`config.mk`:
```
export PLATFORM = sky130hd
export DESIGN_NAME = serial_adder
export DESIGN_NICKNAME = d
export VERILOG_FILES = /design/src/rtl/serial_adder.sv
export SDC_FILE = /design/constraint.sdc
export NUM_CORES = 1
export LEC_CHECK = 0
export BUFFER_PORTS_ARGS = -buffer_cell sky130_fd_sc_hd__buf_2
export CAP_MARGIN = 20
export CORE_ASPECT_RATIO = 1.25
export CORE_MARGIN = 2
export CORE_UTILIZATION = 45
export CTS_BUF_LIST = sky130_fd_sc_hd__clkbuf_8
export CTS_CLUSTER_SIZE = 24
export DETAILED_ROUTE_END_ITERATION = 8
export PLACE_DENSITY = 0.74
export SLEW_MARGIN = 15
export SYNTH_ARGS = -nofsm -noshare
export SYNTH_HDL_FRONTEND = slang
export SYNTH_SLANG_ARGS = --single-unit
export TNS_END_PERCENT = 10
```
`constraint.sdc`:
```
create_clock -name clk -period 1.6 [get_ports clk]
set_clock_uncertainty 0.05 [all_clocks]
set_input_delay 0.24 -clock clk [delete_from_list [all_inputs] [get_ports clk]]
set_output_delay 0.24 -clock clk [all_outputs]
set_load 0.01 [all_outputs]
```
`src/rtl/serial_adder.sv`:
```
`default_nettype none
// ============================================================================
//  Module      : serial_adder (with leaf cell adder_1)
//  Description : Bit-serial N-bit adder. Operands are captured on an
//                in_valid/in_ready handshake, summed one bit per clock LSB
//                first through a single 1-bit full-adder cell, and presented
//                on an out_valid/out_ready handshake.
//  Ports       : clk, rst              - clock, synchronous active-high reset
//                in_valid / in_ready   - operand handshake (a, b, c_in)
//                out_valid / out_ready - result handshake (sum, c_out[, ovf])
//  Options     : SERIAL_ADDER_OVF_EN   - when defined, adds output ovf
//                                        (signed overflow of the addition)
//  Revision    : 1.0 - initial release
// ============================================================================

// ---------------------------------------------------------------------------
//  adder_1 : 1-bit full adder
// ---------------------------------------------------------------------------
module adder_1 (
   input  logic i_a,
   input  logic i_b,
   input  logic i_c,
   output logic o_s,
   output logic o_c
);
   assign o_s = i_a ^ i_b ^ i_c;
   assign o_c = (i_a & i_b) | (i_c & (i_a ^ i_b));
endmodule

// ---------------------------------------------------------------------------
//  serial_adder : top level
// ---------------------------------------------------------------------------
module serial_adder #(
   parameter int N = 8
) (
   input  logic         clk,
   input  logic         rst,
   input  logic         in_valid,
   output logic         in_ready,
   input  logic [N-1:0] a,
   input  logic [N-1:0] b,
   input  logic         c_in,
   output logic         out_valid,
   input  logic         out_ready,
   output logic [N-1:0] sum,
   output logic         c_out
`ifdef SERIAL_ADDER_OVF_EN
   ,
   output logic         ovf
`endif
);

   // One extra bit so the counter can represent N without wrapping.
   localparam int CW = $clog2(N) + 1;

   typedef enum logic [1:0] {
      S_IDLE = 2'd0,
      S_RUN  = 2'd1,
      S_DONE = 2'd2
   } state_t;

   state_t          r_state;
   logic [N-1:0]    r_a;
   logic [N-1:0]    r_b;
   logic            r_carry;
   logic [CW-1:0]   r_cnt;
   logic [N-1:0]    r_sum;
   logic            r_cout;
   logic            r_in_ready;
   logic            r_out_valid;
`ifdef SERIAL_ADDER_OVF_EN
   logic            r_ovf;
`endif

   logic            w_s;
   logic            w_c;
   logic            w_last;

   // The only arithmetic element: operand LSBs plus the running carry.
   adder_1 u_fa (
      .i_a (r_a[0]),
      .i_b (r_b[0]),
      .i_c (r_carry),
      .o_s (w_s),
      .o_c (w_c)
   );

   assign w_last = (r_cnt == CW'(N - 1));

   always_ff @(posedge clk) begin
      if (rst) begin
         r_state     <= S_IDLE;
         r_a         <= '0;
         r_b         <= '0;
         r_carry     <= 1'b0;
         r_cnt       <= '0;
         r_sum       <= '0;
         r_cout      <= 1'b0;
         r_in_ready  <= 1'b1;
         r_out_valid <= 1'b0;
`ifdef SERIAL_ADDER_OVF_EN
         r_ovf       <= 1'b0;
`endif
      end else begin
         case (r_state)
            S_IDLE: begin
               if (in_valid) begin
                  r_a        <= a;
                  r_b        <= b;
                  r_carry    <= c_in;
                  r_cnt      <= '0;
                  r_sum      <= '0;
                  r_in_ready <= 1'b0;
                  r_state    <= S_RUN;
               end
            end
            S_RUN: begin
               for (int i = 0; i < N; i++) begin
                  if (r_cnt == CW'(i)) begin
                     r_sum[i] <= w_s;
                  end
               end
               r_carry <= w_c;
               r_a     <= r_a >> 1;
               r_b     <= r_b >> 1;
               if (w_last) begin
                  r_cout      <= w_c;
`ifdef SERIAL_ADDER_OVF_EN
                  // r_carry here is the carry into the MSB.
                  r_ovf       <= r_carry ^ w_c;
`endif
                  r_out_valid <= 1'b1;
                  r_state     <= S_DONE;
               end else begin
                  r_cnt <= r_cnt + 1'b1;
               end
            end
            S_DONE: begin
               if (out_ready) begin
                  r_out_valid <= 1'b0;
                  r_in_ready  <= 1'b1;
                  r_state     <= S_IDLE;
               end
            end
            default: begin
               r_out_valid <= 1'b0;
               r_in_ready  <= 1'b1;
               r_state     <= S_IDLE;
            end
         endcase
      end
   end

   assign in_ready  = r_in_ready;
   assign out_valid = r_out_valid;
   assign sum       = r_sum;
   assign c_out     = r_cout;
`ifdef SERIAL_ADDER_OVF_EN
   assign ovf       = r_ovf;
`endif

endmodule
`default_nettype wire

```
==> out/qor.yml <==
setup_path:
  setup.worst_path.class: "reg2reg"
  ff2ff_path_depth: 5
  worst-path-max-fanout: 3
  timing.critical_path.from_type: "flip-flop"
  crit-reg2reg-capture: "sum[5]"
  critical_path_required_ns: 1.74
  crit_path_end_kind: "flip-flop"
  ff2ff_setup_slack_ns: 0.07
  worstReg2RegStart: "r_a[0]"
  cp.arrival_ns: 1.67
finish:
  nets: 254
  areaGrowthSynthToFinish_pct: 20.9
  most-common-layout-cells: "sky130_fd_sc_hd__dfxtp_1 (32), sky130_fd_sc_hd__buf_2 (31), sky130_fd_sc_hd__a21oi_1 (29)"
  layout_cells_sized_above_1_pct: 27.5
  post-route-util_pct: 57.2
  diodes: 0
  finish.cell_count_without_fillers: 268
  mostFrequentLayoutCell: "sky130_fd_sc_hd__dfxtp_1"
  final.fill_count: 355
  finish.instance_area_mm2: 0.00201
synthesis:
  main_combinational_cell_family_by_area_after_synthesis: "compound AO/OA/AOI/OAI gates"
  postSynth.asyncResetShare_pct: 0
  synth_top_area_share_pct: 41.0
  synth.yosys.seq_area_share_pct: 41.0
  synth-adder-area-share_pct: 4.22
  mappedNetlistNets: 218
  avgSynthCellArea_um2: 8.65
  dominantRegCellSynth: "sky130_fd_sc_hd__dfxtp_1"
  netlist_area_mm2: 0.00166
  ys_types: 42
  synth_compound_gate_area_share_pct: 28.0
  ys_warn_count: 0
  top_area_cells_in_the_synthesized_netlist: "sky130_fd_sc_hd__dfxtp_1 (41%), sky130_fd_sc_hd__a21oi_1 (8.7%), sky130_fd_sc_hd__nand2_1 (4.5%)"
  yosys-mux-area-fraction_pct: 0.603
  synthesis.instances: 192
  synth-xor-area-share_pct: 0
  synth_simple_gate_area_share_pct: 19.3
  yosys_top_cell_by_area: "sky130_fd_sc_hd__dfxtp_1"
  ys_ff_latch: 34
  synth_enable_flop_cells: 0
global_routing:
  grt_usage_pct: 19.3
  global_route_wire_length_before_repair_mm: 6.29
  globalRoute.totalOverflow: 0
  grt_start_max_net_pins: 21
  grt_antenna_before_repair: 0
  first_global_vias: 1405
place:
  post-place-cells: 260
  place_area_mm2: 0.00189
  globalplace.congestion: 0.800
  port_buffers: 31
  post-dp-hpwl_mm: 2.63
die:
  initial_core_util_pct: 47.3
  design.core.area_mm2: 0.00351
  number_of_rows_in_the_core_area: 24
  fp.dieH_um: 71.9
  dieArea_mm2: 0.00419
  dieWidth_um: 58.3
  top_level_ports: 32
routing:
  num_vias: 1489
  dr.first_iter.drc_count: 43
  drtPass1Iterations: 4
  routed_wl_mm: 3.64
  remaining_drc_errors: 0
  drt-wirelength-per-cell_um: 13.6
  via_density_per_instance: 5.56
  ant_nets: 0
clock_tree:
  clock_pin_slew_worst_setup_and_hold_paths_ns: 0.07
  cts.root.buffer_cell: "sky130_fd_sc_hd__clkbuf_8"
  tritoncts_clock_tree: "yes"
  ctsLongestPathBuffers: 2
  cts.sinks: 34
  cts_buffers: 5
  clk_lat_worst_skew_ns: 0.29
  post-cts-setup-buffer-count: 0
  cts-htree-levels: 2
sta:
  hold_viol: 0
  timing.final.crit_share_pct: 95.8
  max_slew.worst_pin.slew_ns: 0.387
  setup_repair_after_global_routing_missed_its_margin: "yes"
  setup_viol: 0
  finalHoldWorstSlack_ns: 0.131
  maxSlewViolCount: 0
  totalNegativeSetupSlack_ns: 0
  maxClockFrequency_mhz: 652
  max-slew-margin-rel_pct: 73.5
  timing.final.crit_period_ns: 1.53
outcome:
  outcome: "completed"
pwr:
  power.static_leakage_uw: 0.000855
  power_density_mw_per_mm2: 916
  max-vdd-ir-drop_mv: 0.715
min_path:
  min_delay_worst_endpoint: "r_a[3]"
  hold_path_depth: 3
  hp-start: "a[3]"
  min-delay-path-class: "in2reg"
flow_run:
  drv_cap: 0
==> report_power, final <==
part / leakage (uW) / internal [uW] / switching [uW]
logic: 0.000523 / 122 / 141
registers: 0.000280 / 892 / 26.3
clock network: 0.0000524 / 341 / 317
total: 0.000855 / 1350 / 484
==> metal layers <==
| metal | up-vias | global-route usage [%] | part of all wire, % |
|---|---|---|---|
| li1 | 769 | - | - |
| met4 | 0 | 6.98 | 1.6 |
| met1 | 683 | 23.3 | 45 |
| met5 | - | 0 | 0 |
| met2 | 30 | 32.2 | 50 |
| met3 | 7 | 5.88 | 3.8 |
==> Yosys cell counts (2+ instances only) <==
cell type and instances:
sky130_fd_sc_hd__nor3_1 4, sky130_fd_sc_hd__ha_1 4, sky130_fd_sc_hd__o31ai_1 7, sky130_fd_sc_hd__nand3_1 3, sky130_fd_sc_hd__a22o_1 7, sky130_fd_sc_hd__a21oi_1 29
sky130_fd_sc_hd__buf_2 6, sky130_fd_sc_hd__clkbuf_1 7, sky130_fd_sc_hd__a221oi_1 3, sky130_fd_sc_hd__a31oi_1 3, sky130_fd_sc_hd__nand2_1 20, sky130_fd_sc_hd__a22oi_1 2
sky130_fd_sc_hd__nor2_1 5, sky130_fd_sc_hd__dfxtp_1 34, sky130_fd_sc_hd__and4b_1 4, sky130_fd_sc_hd__nor4bb_1 4, sky130_fd_sc_hd__inv_1 8, sky130_fd_sc_hd__o21ai_0 14
sky130_fd_sc_hd__nor2b_1 2, sky130_fd_sc_hd__and3_1 2, sky130_fd_sc_hd__nand2b_1 3
==> layout make-up <==
type                            count  area (um2)  area share (%)
Multi-Input combinational cell    133         887            44.2
Sequential cell                    34         683            34.0
Timing Repair Buffer               46         268            13.3
Clock buffer                        6        82.6            4.11
Tap cell                           39        48.8            2.43
Inverter                            8        30.0            1.50
Clock inverter                      2        8.76           0.436
==> worst max-delay path by stage <==
stage,to,depth (start not counted),slack [ns],start
2_1_floorplan,r_cnt[3],5,0.007,r_cnt[0]
3_3_place_gp,sum[3],5,0.04,r_carry
3_5_place_dp,sum[1],5,0.02,r_carry
4_1_cts,sum[1],5,0.005,r_carry
5_1_grt,sum[5],5,0.0004,r_a[0]
6_report,sum[5],5,0.07,r_a[0]
==> cell families after synthesis <==
group | after synthesis
buffers and inverters | 25
adders and majority gates | 5
AOI/OAI and AO/OA | 73
DFF | 34
muxes | 1
and+or+nand+nor | 54
==> critical path, stage by stage (launching register included) <==
cell and delay [ns]:
sky130_fd_sc_hd__dfxtp_1 0.31, sky130_fd_sc_hd__inv_1 0.06, sky130_fd_sc_hd__fa_1 0.55, sky130_fd_sc_hd__nor2_2 0.06
sky130_fd_sc_hd__and3_4 0.19, sky130_fd_sc_hd__a22o_1 0.21
==> metrics by stage <==
stage | total power (uW) | setup WS (ns)
after floorplan | 1100 | 0.00723
after global placement | 1190 | 0.0437
after detailed placement | 1190 | 0.0195
after CTS | 1850 | 0.00504
after global routing | 1940 | 0.000365
final | 1840 | 0.0669
==> what timing repair did <==
item | 4_1_cts | 5_1_grt
resized for setup | 0 | 8
setup endpoints to repair | 0 | 9
hold buffers | 0 | 0
==> state kept, by name (all words and copies together), names as in the netlist <==
name and cells:
out_valid 1, c_out 1, r_b 8, r_a 8, r_state 2, sum 8
r_carry 1, in_ready 1, r_cnt 4
No activity file was read; power rests on OpenSTA's default activity.
